$ cat config.mk
export PLATFORM = sky130hd
export DESIGN_NAME = rx_signal_parser
export DESIGN_NICKNAME = d
export VERILOG_FILES = /design/src/rtl/rx_signal_parser.sv
export SDC_FILE = /design/constraint.sdc
export NUM_CORES = 1
export LEC_CHECK = 0
export ABC_AREA = 1
export ABC_CLOCK_PERIOD_IN_PS = 4800
export BUFFER_PORTS_ARGS = -buffer_cell sky130_fd_sc_hd__clkbuf_2
export CELL_PAD_IN_SITES_DETAIL_PLACEMENT = 1
export CELL_PAD_IN_SITES_GLOBAL_PLACEMENT = 1
export CORE_MARGIN = 10
export CORE_UTILIZATION = 40
export CTS_CLUSTER_DIAMETER = 100
export DETAILED_ROUTE_END_ITERATION = 10
export GPL_TIMING_DRIVEN = 0
export PLACE_DENSITY = 0.79
export SYNTH_ARGS = -nofsm -noshare
export SYNTH_HDL_FRONTEND = slang
export SYNTH_SLANG_ARGS = --single-unit
$ cat constraint.sdc
create_clock -name iClk -period 4.8 [get_ports iClk]
set_clock_uncertainty 0.2 [all_clocks]
set_input_delay 0 -clock iClk [delete_from_list [all_inputs] [get_ports iClk]]
set_output_delay 0 -clock iClk [all_outputs]
set_load 0.05 [all_outputs]
$ cat src/rtl/rx_signal_parser.sv
// rx_signal_parser: strips RX framing from a descrambled bitstream.
// Parses the SIGNAL field, skips SERVICE, repacks the PSDU MSB-first.
//
// Ports:
//   iClk, iRst(async, active-low)
//   iStart  : frame start pulse (honoured in IDLE only)
//   iData   : serial bit, qualified by iValid
//   oRate   : {R1..R4}, first bit in MSB
//   oLength : PSDU length in bytes, LSB first on the wire
//   oSigValid / oSigErr : SIGNAL verdict pulses
//   oByte / oByteValid  : repacked PSDU byte and its strobe
//   oDone   : pulse after the last byte
//   oBusy   : high in SIG, SVC and DATA
module rx_signal_parser #(
   parameter int SERVICE_BITS = 16,
   parameter int LEN_W        = 12
) (
   input  logic             iClk,
   input  logic             iRst,
   input  logic             iStart,
   input  logic             iData,
   input  logic             iValid,
   output logic [3:0]       oRate,
   output logic [LEN_W-1:0] oLength,
   output logic             oSigValid,
   output logic             oSigErr,
   output logic [7:0]       oByte,
   output logic             oByteValid,
   output logic             oDone,
   output logic             oBusy
);

   // SIGNAL: 4 rate, 1 reserved, LEN_W length, 1 parity, 6 tail
   localparam int SIG_BITS = LEN_W + 12;
   localparam int PAR_IX   = 5 + LEN_W;
   localparam int MAXC     =
      (SERVICE_BITS > SIG_BITS) ? SERVICE_BITS : SIG_BITS;
   localparam int CW       = $clog2(MAXC);

   typedef enum logic [2:0] {
      S_IDLE,
      S_SIG,
      S_SVC,
      S_DATA,
      S_DONE,
      S_ERR
   } state_t;

   state_t r_state;
   state_t w_next;

   logic [CW-1:0]       r_bitCnt;
   logic [SIG_BITS-2:0] r_sig;
   logic [6:0]          r_shift;
   logic [LEN_W-1:0]    r_byteCnt;

   logic [SIG_BITS-1:0] w_sig;
   logic [LEN_W-1:0]    w_len;
   logic                w_sigLast;
   logic                w_sigOk;
   logic                w_svcLast;
   logic                w_dataEnd;
   logic                w_byteLast;

   // full SIGNAL word as seen on the edge sampling its last bit
   assign w_sig = {iData, r_sig};
   assign w_len = w_sig[5 +: LEN_W];

   assign w_sigLast = (r_state == S_SIG) && iValid &&
                      (r_bitCnt == CW'(SIG_BITS - 1));
   assign w_sigOk   = w_sig[3] &&
                      !(^w_sig[PAR_IX:0]) &&
                      (w_sig[SIG_BITS-1:PAR_IX+1] == 6'd0) &&
                      (w_len != '0);
   assign w_svcLast = (r_state == S_SVC) && iValid &&
                      (r_bitCnt == CW'(SERVICE_BITS - 1));
   // all bytes out: bits past this point are dropped
   assign w_dataEnd = (r_state == S_DATA) &&
                      (r_byteCnt == oLength);
   assign w_byteLast = (r_state == S_DATA) && iValid &&
                       !w_dataEnd && (r_bitCnt[2:0] == 3'd7);

   assign oSigErr = (r_state == S_ERR);
   assign oDone   = (r_state == S_DONE);
   assign oBusy   = (r_state == S_SIG) ||
                    (r_state == S_SVC) ||
                    (r_state == S_DATA);

   always_ff @(posedge iClk or negedge iRst) begin
      if (!iRst) r_state <= S_IDLE;
      else       r_state <= w_next;
   end

   always_comb begin
      w_next = r_state;
      unique case (r_state)
         S_IDLE: if (iStart) w_next = S_SIG;
         S_SIG:  if (w_sigLast)
                    w_next = w_sigOk ? S_SVC : S_ERR;
         S_SVC:  if (w_svcLast) w_next = S_DATA;
         S_DATA: if (w_dataEnd) w_next = S_DONE;
         S_DONE: w_next = S_IDLE;
         S_ERR:  w_next = S_IDLE;
         default: w_next = S_IDLE;
      endcase
   end

   always_ff @(posedge iClk or negedge iRst) begin
      if (!iRst) begin
         r_bitCnt   <= '0;
         r_sig      <= '0;
         r_shift    <= '0;
         r_byteCnt  <= '0;
         oRate      <= '0;
         oLength    <= '0;
         oSigValid  <= 1'b0;
         oByte      <= '0;
         oByteValid <= 1'b0;
      end else begin
         oSigValid  <= 1'b0;
         oByteValid <= 1'b0;
         case (r_state)
            S_IDLE: begin
               if (iStart) begin
                  r_bitCnt  <= '0;
                  r_sig     <= '0;
                  r_byteCnt <= '0;
                  oRate     <= '0;
                  oLength   <= '0;
               end
            end
            S_SIG: begin
               if (w_sigLast) begin
                  r_bitCnt  <= '0;
                  oRate     <= {w_sig[0], w_sig[1],
                                w_sig[2], w_sig[3]};
                  oLength   <= w_len;
                  oSigValid <= w_sigOk;
               end else if (iValid) begin
                  r_sig[r_bitCnt] <= iData;
                  r_bitCnt        <= r_bitCnt + 1'b1;
               end
            end
            S_SVC: begin
               if (w_svcLast)   r_bitCnt <= '0;
               else if (iValid) r_bitCnt <= r_bitCnt + 1'b1;
            end
            S_DATA: begin
               if (w_byteLast) begin
                  oByte      <= {r_shift, iData};
                  oByteValid <= 1'b1;
                  r_byteCnt  <= r_byteCnt + 1'b1;
                  r_bitCnt   <= '0;
               end else if (iValid && !w_dataEnd) begin
                  r_shift  <= {r_shift[5:0], iData};
                  r_bitCnt <= r_bitCnt + 1'b1;
               end
            end
            default: ;
         endcase
      end
   end

endmodule
## Word-level counts from Yosys, hierarchy flattened

Index checks and enable logic that the tools add are counted.

| word-level totals | value |
|---|---|
| register bits after elaboration | 76 |
| input bits | 5 |
| output and inout bits | 29 |
| word-level logic and storage cells | 95 |

| operators by class | value |
|---|---|
| add/subtract/negate cells | 2 |
| $lt $le $gt $ge | 2 |
| equality and inequality tests | 17 |
| mux-type cells | 32 |
| bitwise logic cells | 1 |
| reduce and logical (&&, ||, !) cells | 31 |

Operators by type and width:

| cell | count |
|---|---|
| $mux 23 | 3 |
| $pmux 12 s2 | 2 |
| $pmux 23 s2 | 1 |
| $mux 12 | 3 |
| $mux 5 | 6 |
| $bwmux 23 | 1 |
| $pmux 5 s4 | 1 |
| $reduce_xor 18->1 | 1 |
| $mux 3 | 5 |
| $ne 2x2->1 const B | 7 |
| $logic_and 1x1->1 | 13 |
| $add 12x1->12 const B | 1 |
| $eq 12x12->1 | 1 |
| $pmux 3 s4 | 1 |
| $reduce_and 3->1 | 4 |
| $reduce_bool 12->1 | 1 |
| $eq 3x3->1 const B | 3 |
| $mux 4 | 2 |
| $pmux 4 s2 | 1 |
| $reduce_and 4->1 | 2 |
| $eq 3x2->1 const B | 2 |
| $logic_not 6->1 | 1 |
| $lt 5x6->1 const B | 1 |
| $add 5x1->5 const B | 1 |
| other kinds (14) | 21 |

## Depth between registers and ports, before layout

| logic depth | value |
|---|---|
| depth after elaboration | 8 |
| mapped depth | 16 |

## Worst setup path before layout

Ideal clock, no wire load.

| path | value |
|---|---|
| path type | reg-to-reg |
| start | reg r_bitCnt[0] |
| end | reg r_bitCnt[3] |
| setup time | 0.116 ns |
| arrival | 1.818 ns |
| path slack | 2.665 ns |
| cell stages (with the launch flop) | 12 |
| period minus slack after synthesis | 2.135 ns |
| path through | dfrtp_1 -> ha_1 -> inv_1 -> nor3_1 -> ha_1 -> nor3b_1 -> nor2_1 -> or2_2 -> o211ai_1 -> o21ai_0 -> nand2_1 -> nand2_1 |

| between the ends | value |
|---|---|
| longest elaborated chain between the ends | 4 |
| elaborated cells on any way between the ends | 15 |
| those cells by class | add/sub (1); eq/ne (4); mux (6); reduce/logical (4) |

RTL lines:

| item | line | text |
|---|---|---|
| from (decl) | 52 | `logic [CW-1:0] r_bitCnt;` |
| from (signal assigned) | 141 | `r_bitCnt <= r_bitCnt + 1'b1;` |
| from (signal assigned) | 146 | `else if (iValid) r_bitCnt <= r_bitCnt + 1'b1;` |
| from (signal assigned) | 156 | `r_bitCnt <= r_bitCnt + 1'b1;` |
| $add 5x1->5, or another cell as far along | 141, 146, 156 |  |
| $mux 5, or another cell as far along | 154 | `end else if (iValid && !w_dataEnd) begin` |
| $mux 5, or another cell as far along | 149 | `if (w_byteLast) begin` |
| $pmux 5 s4 or $reduce_and 3->1 (tied branches) | -- |  |

Parallel ways exist; a longest one is shown, timed or not. The select of a mux whose other input is x is not followed.
A chain may end at the register's enable or synchronous reset.

## Worst setup path after layout

| path | value |
|---|---|
| start | reg r_bitCnt[0] |
| end | reg oRate[1] |

| between the ends | value |
|---|---|
| longest elaborated chain between the ends | 4 |

RTL lines:

| item | line | text |
|---|---|---|
| $eq 5x5->1 | 70 | `(r_bitCnt == CW'(SIG_BITS - 1));` |
| $logic_and 1x1->1 | 69 | `assign w_sigLast = (r_state == S_SIG) && iValid &&` |
| $ne 2x2->1 (no source line) | -- |  |
| $reduce_and 3->1 (no source line) | -- |  |
| to (signal assigned) | 135 | `oRate <= {w_sig[0], w_sig[1],` |
| to (decl) | 23 | `output logic [3:0] oRate,` |

Every way passes these cells.

==> metrics <==
result of the run finished clean; Worst setup startpoint r_bitCnt[0]; fraction of synthesis flops using an asynchronous set or reset pin 100.0%; antenna violations before repair 0; capturing element type of the critical path register; ant diodes 0; Reg2Reg Setup Slack roughly 2.1 ns; endpoint required time on the critical path ~4.8 ns; fraction of the mapped netlist area in adder cells under 10%; starting utilization of the core area around two fifths; final critical path time including I/O delays and setup 2.653 ns; area added between synthesis and finish 13.28%; multiplexer share of the synthesized area 0%; switching power as a share of total power between 40% and 50%; Final Cycle Share approximately 55%; final routed wirelength across all metal layers between 10 and 15 mm; R2R depth 7; Syn Nets between 500 and 600; insertion delay to the later sink of the worst-skew pair 0.37 ns; routability congestion estimate roughly 0.87; Die Height approximately 120 um; CTS H-Tree Depth 3; share of cells above drive strength 1 16.64%; CTS hold repair buffers 5; netlist area before placement ~4400 um^2; Flop pwr share 36.6%; Clock Sinks 76; clock tree from TritonCTS built; number of hold-slack violations in the final timing report 0; total of cells resized after clock tree synthesis 0; Die Outline Area approximately 16000 um^2; worst rel slew slack 27.25%; distinct cell type count of the synthesized netlist 36; global-route wire length before repair around 22 mm; synthesized flop and latch total 76; detailed placement HPWL 9.655 mm; maximum count of clock buffers along a single path 2; post-synthesis compound-gate area fraction 15.95%; number of antenna-violating nets in the routed design 0; core area approximately 11000 um^2; number of detailed-route iterations in the first pass 4; Critical Path Fanout Max 10; port bufs 33; actual transition at the worst max-transition pin 1.088 ns; peak ir drop on the vdd network ~0.19 mV; worst reg2reg path endpoint oRate[1]; Seq/Total Area, Yosys a little over two fifths; RSZ-0062 raised after global routing false; worst reg2reg startpoint r_bitCnt[0]; number of design-rule violations left by the first detailed-router iteration approximately 280; pin count of the biggest net entering global routing 54; main combinational cell family by area after synthesis simple AND/OR/NAND/NOR gates; via count of the first global-routing pass approximately 4300; count of synthesis-stage warnings from yosys 0; max_cap viols 0; number of buffers created by CTS 9; # IOs 34; power spent charging and discharging nets approximately 990 uW; class of the most critical setup path reg -> reg; remaining routing DRC violations 0; number of fillers in the final layout ~1300; Final setup viols 0; vias after detailed routing a little under 4000; EDFF count, synth 0; leak pwr approximately 2.4 nW; post-synthesis instance total ~560; basic-gate share of the synthesized area counting and, or, nand and nor cells 23.90%; data arrival time of the worst path ~2.7 ns; Die X-Extent around 120 um; Min-Delay Path Class in -> reg; Vias/cell around 5.2; clock-pin transition on the worst setup and hold timing paths about 0.080 ns; CTS root buf clkbuf_8; Power, Total approximately 2.1 mW; average size of a mapped cell slightly below 8 um^2; Post-Synth XOR/XNOR Area under 10%; end of the critical path oRate[1]; nets@finish 620; hold path startpoint iStart; Internal between 1 and 1.5 mW; num rows 38; combinational share of power between 40% and 50%; clock group share of total power between 20% and 30%; WL/cell about 17 um; final-layout setup total negative slack 0 ns; global-route usage over all layers between 10% and 20%; Synth Flop Type dfrtp_1; setup repair bufs after CTS 0; Max Clock Freq roughly 380 MHz; final slew viol count 0; startpoint class of the critical path register; power per standard cell area between 400 and 500 nW/um^2; grt total ovfl 0
==> worst min-delay path by stage <==
stage,to,cells after the start
3_5_place_dp,oByte[4],1
4_1_cts,r_state[2],5
5_1_grt,oLength[8],4
3_3_place_gp,r_sig[17],3
6_report,r_state[2],5
2_1_floorplan,oByteValid,0
==> sequential cells by signal (all words and copies together) (netlist names) <==
register / cells
r_sig: 23
r_state: 3
oByteValid: 1
oByte: 8
r_bitCnt: 5
oSigValid: 1
r_shift: 7
oRate: 4
r_byteCnt: 12
oLength: 12
==> per-layer routing <==
| metal | GRT usage (%) | vias to the layer above | wire (um) |
|---|---|---|---|
| met5 | 0 | - | 0 |
| li1 | - | 1895 | - |
| met2 | 28.72 | 75 | 6479 |
| met3 | 2.894 | 14 | 441 |
| met4 | 5.757 | 0 | 214 |
| met1 | 20.04 | 1923 | 5548 |
==> critical path, stage by stage (launching register included) <==
cell and delay (ns):
dfrtp_1 0.48, ha_1 0.33, inv_1 0.17, nor2_1 0.22
a21oi_2 0.11, nor3_2 0.51, buf_2 0.37, o22ai_1 0.11
==> cell families (layout without fill, tap and decap cells) <==
kind of cell / count (synthesis) / count (layout)
and+or+nand+nor: 230 / 230
buffers and inverters: 109 / 164
AOI/OAI and AO/OA: 112 / 112
xor gates and xnor gates: 24 / 24
adders and majority gates: 7 / 7
DFF: 76 / 76
==> through the flow <==
step	instances	setup WS [ns]	hold WS, ns	cell area (um^2)	utilization [%]
after detailed placement	732	2.161	-0.2354	4762	44.12
after global placement	731	2.201	0.1457	4732	43.84
final	753	2.147	0.03669	4975	46.09
after global routing	753	1.906	0.08395	4975	46.09
after CTS	753	2.142	0.01485	4975	46.09
after floorplan	558	2.665	-0.4956	4392	-
==> final cells by class <==
type | instances | area, um^2 | area share [%]
Multi-Input combinational cell | 373 | 2048 | 41.17
Sequential cell | 76 | 1902 | 38.23
Inverter | 96 | 360.3 | 7.243
Timing Repair Buffer | 39 | 245.2 | 4.930
Tap cell | 140 | 175.2 | 3.521
Clock buffer | 13 | 138.9 | 2.792
Buffer | 13 | 81.33 | 1.635
Clock inverter | 3 | 23.77 | 0.4779
==> cell usage in the layout (no fill, tap or decap), types with 2 or more instances in the layout <==
| cell type | n |
|---|---|
| nand2_1 | 134 |
| o21ai_2 | 15 |
| a21oi_2 | 2 |
| nor2_1 | 43 |
| nor2_2 | 2 |
| buf_2 | 7 |
| a21oi_1 | 25 |
| nand2_2 | 2 |
| dlygate4sd3_1 | 5 |
| nor4_1 | 4 |
| ha_1 | 7 |
| clkbuf_2 | 32 |
| xnor2_1 | 11 |
| clkbuf_1 | 8 |
| nor3_1 | 12 |
| nor3b_1 | 2 |
| inv_1 | 84 |
| clkbuf_8 | 9 |
| nand4_1 | 5 |
| nor2_8 | 3 |
| o22ai_1 | 34 |
| clkinvlp_4 | 2 |
| inv_2 | 12 |
| o21ai_0 | 26 |
| nand3_2 | 2 |
| o211ai_1 | 2 |
| nand2_4 | 2 |
| o31ai_1 | 6 |
| dfrtp_1 | 76 |
| xor2_1 | 13 |
| nand3_1 | 14 |
==> cell usage after synthesis, types with 2 or more instances <==
cell        n  area share [%]
o211ai_1    2            0.34
a21oi_2     2            0.40
nor4_1      4            0.57
nand3_2     2            0.46
nor2_1     43             3.7
inv_2      12             1.0
nor3_1     12             1.4
nor2_8      3             1.4
o21ai_0    26             3.0
buf_2       7            0.80
clkbuf_1    4            0.34
inv_1      84             7.2
ha_1        7             2.0
o31ai_1     6             1.0
nor2_2      2            0.28
o22ai_1    34             4.8
nand2_2     2            0.28
a21oi_1    25             2.8
nand2_1   134              11
o21ai_2    15             3.0
xor2_1     13             2.6
nand4_1     5            0.71
nand2_4     2            0.51
xnor2_1    11             2.2
dfrtp_1    76              43
nor3b_1     2            0.34
nand3_1    14             1.6
==> power groups by stage <==
| stage | Sequential, mW | Clock (mW) | Combinational [mW] |
|---|---|---|---|
| 6_report | 0.785 | 0.432 | 0.927 |
| 5_1_grt | 0.800 | 0.473 | 1.03 |
| 4_1_cts | 0.784 | 0.446 | 0.925 |
| 3_5_place_dp | 0.796 | 0 | 0.915 |
| 3_3_place_gp | 0.789 | 0 | 0.873 |
| 2_1_floorplan | 0.809 | 0 | 0.636 |
(Power assumes the default switching activity.)
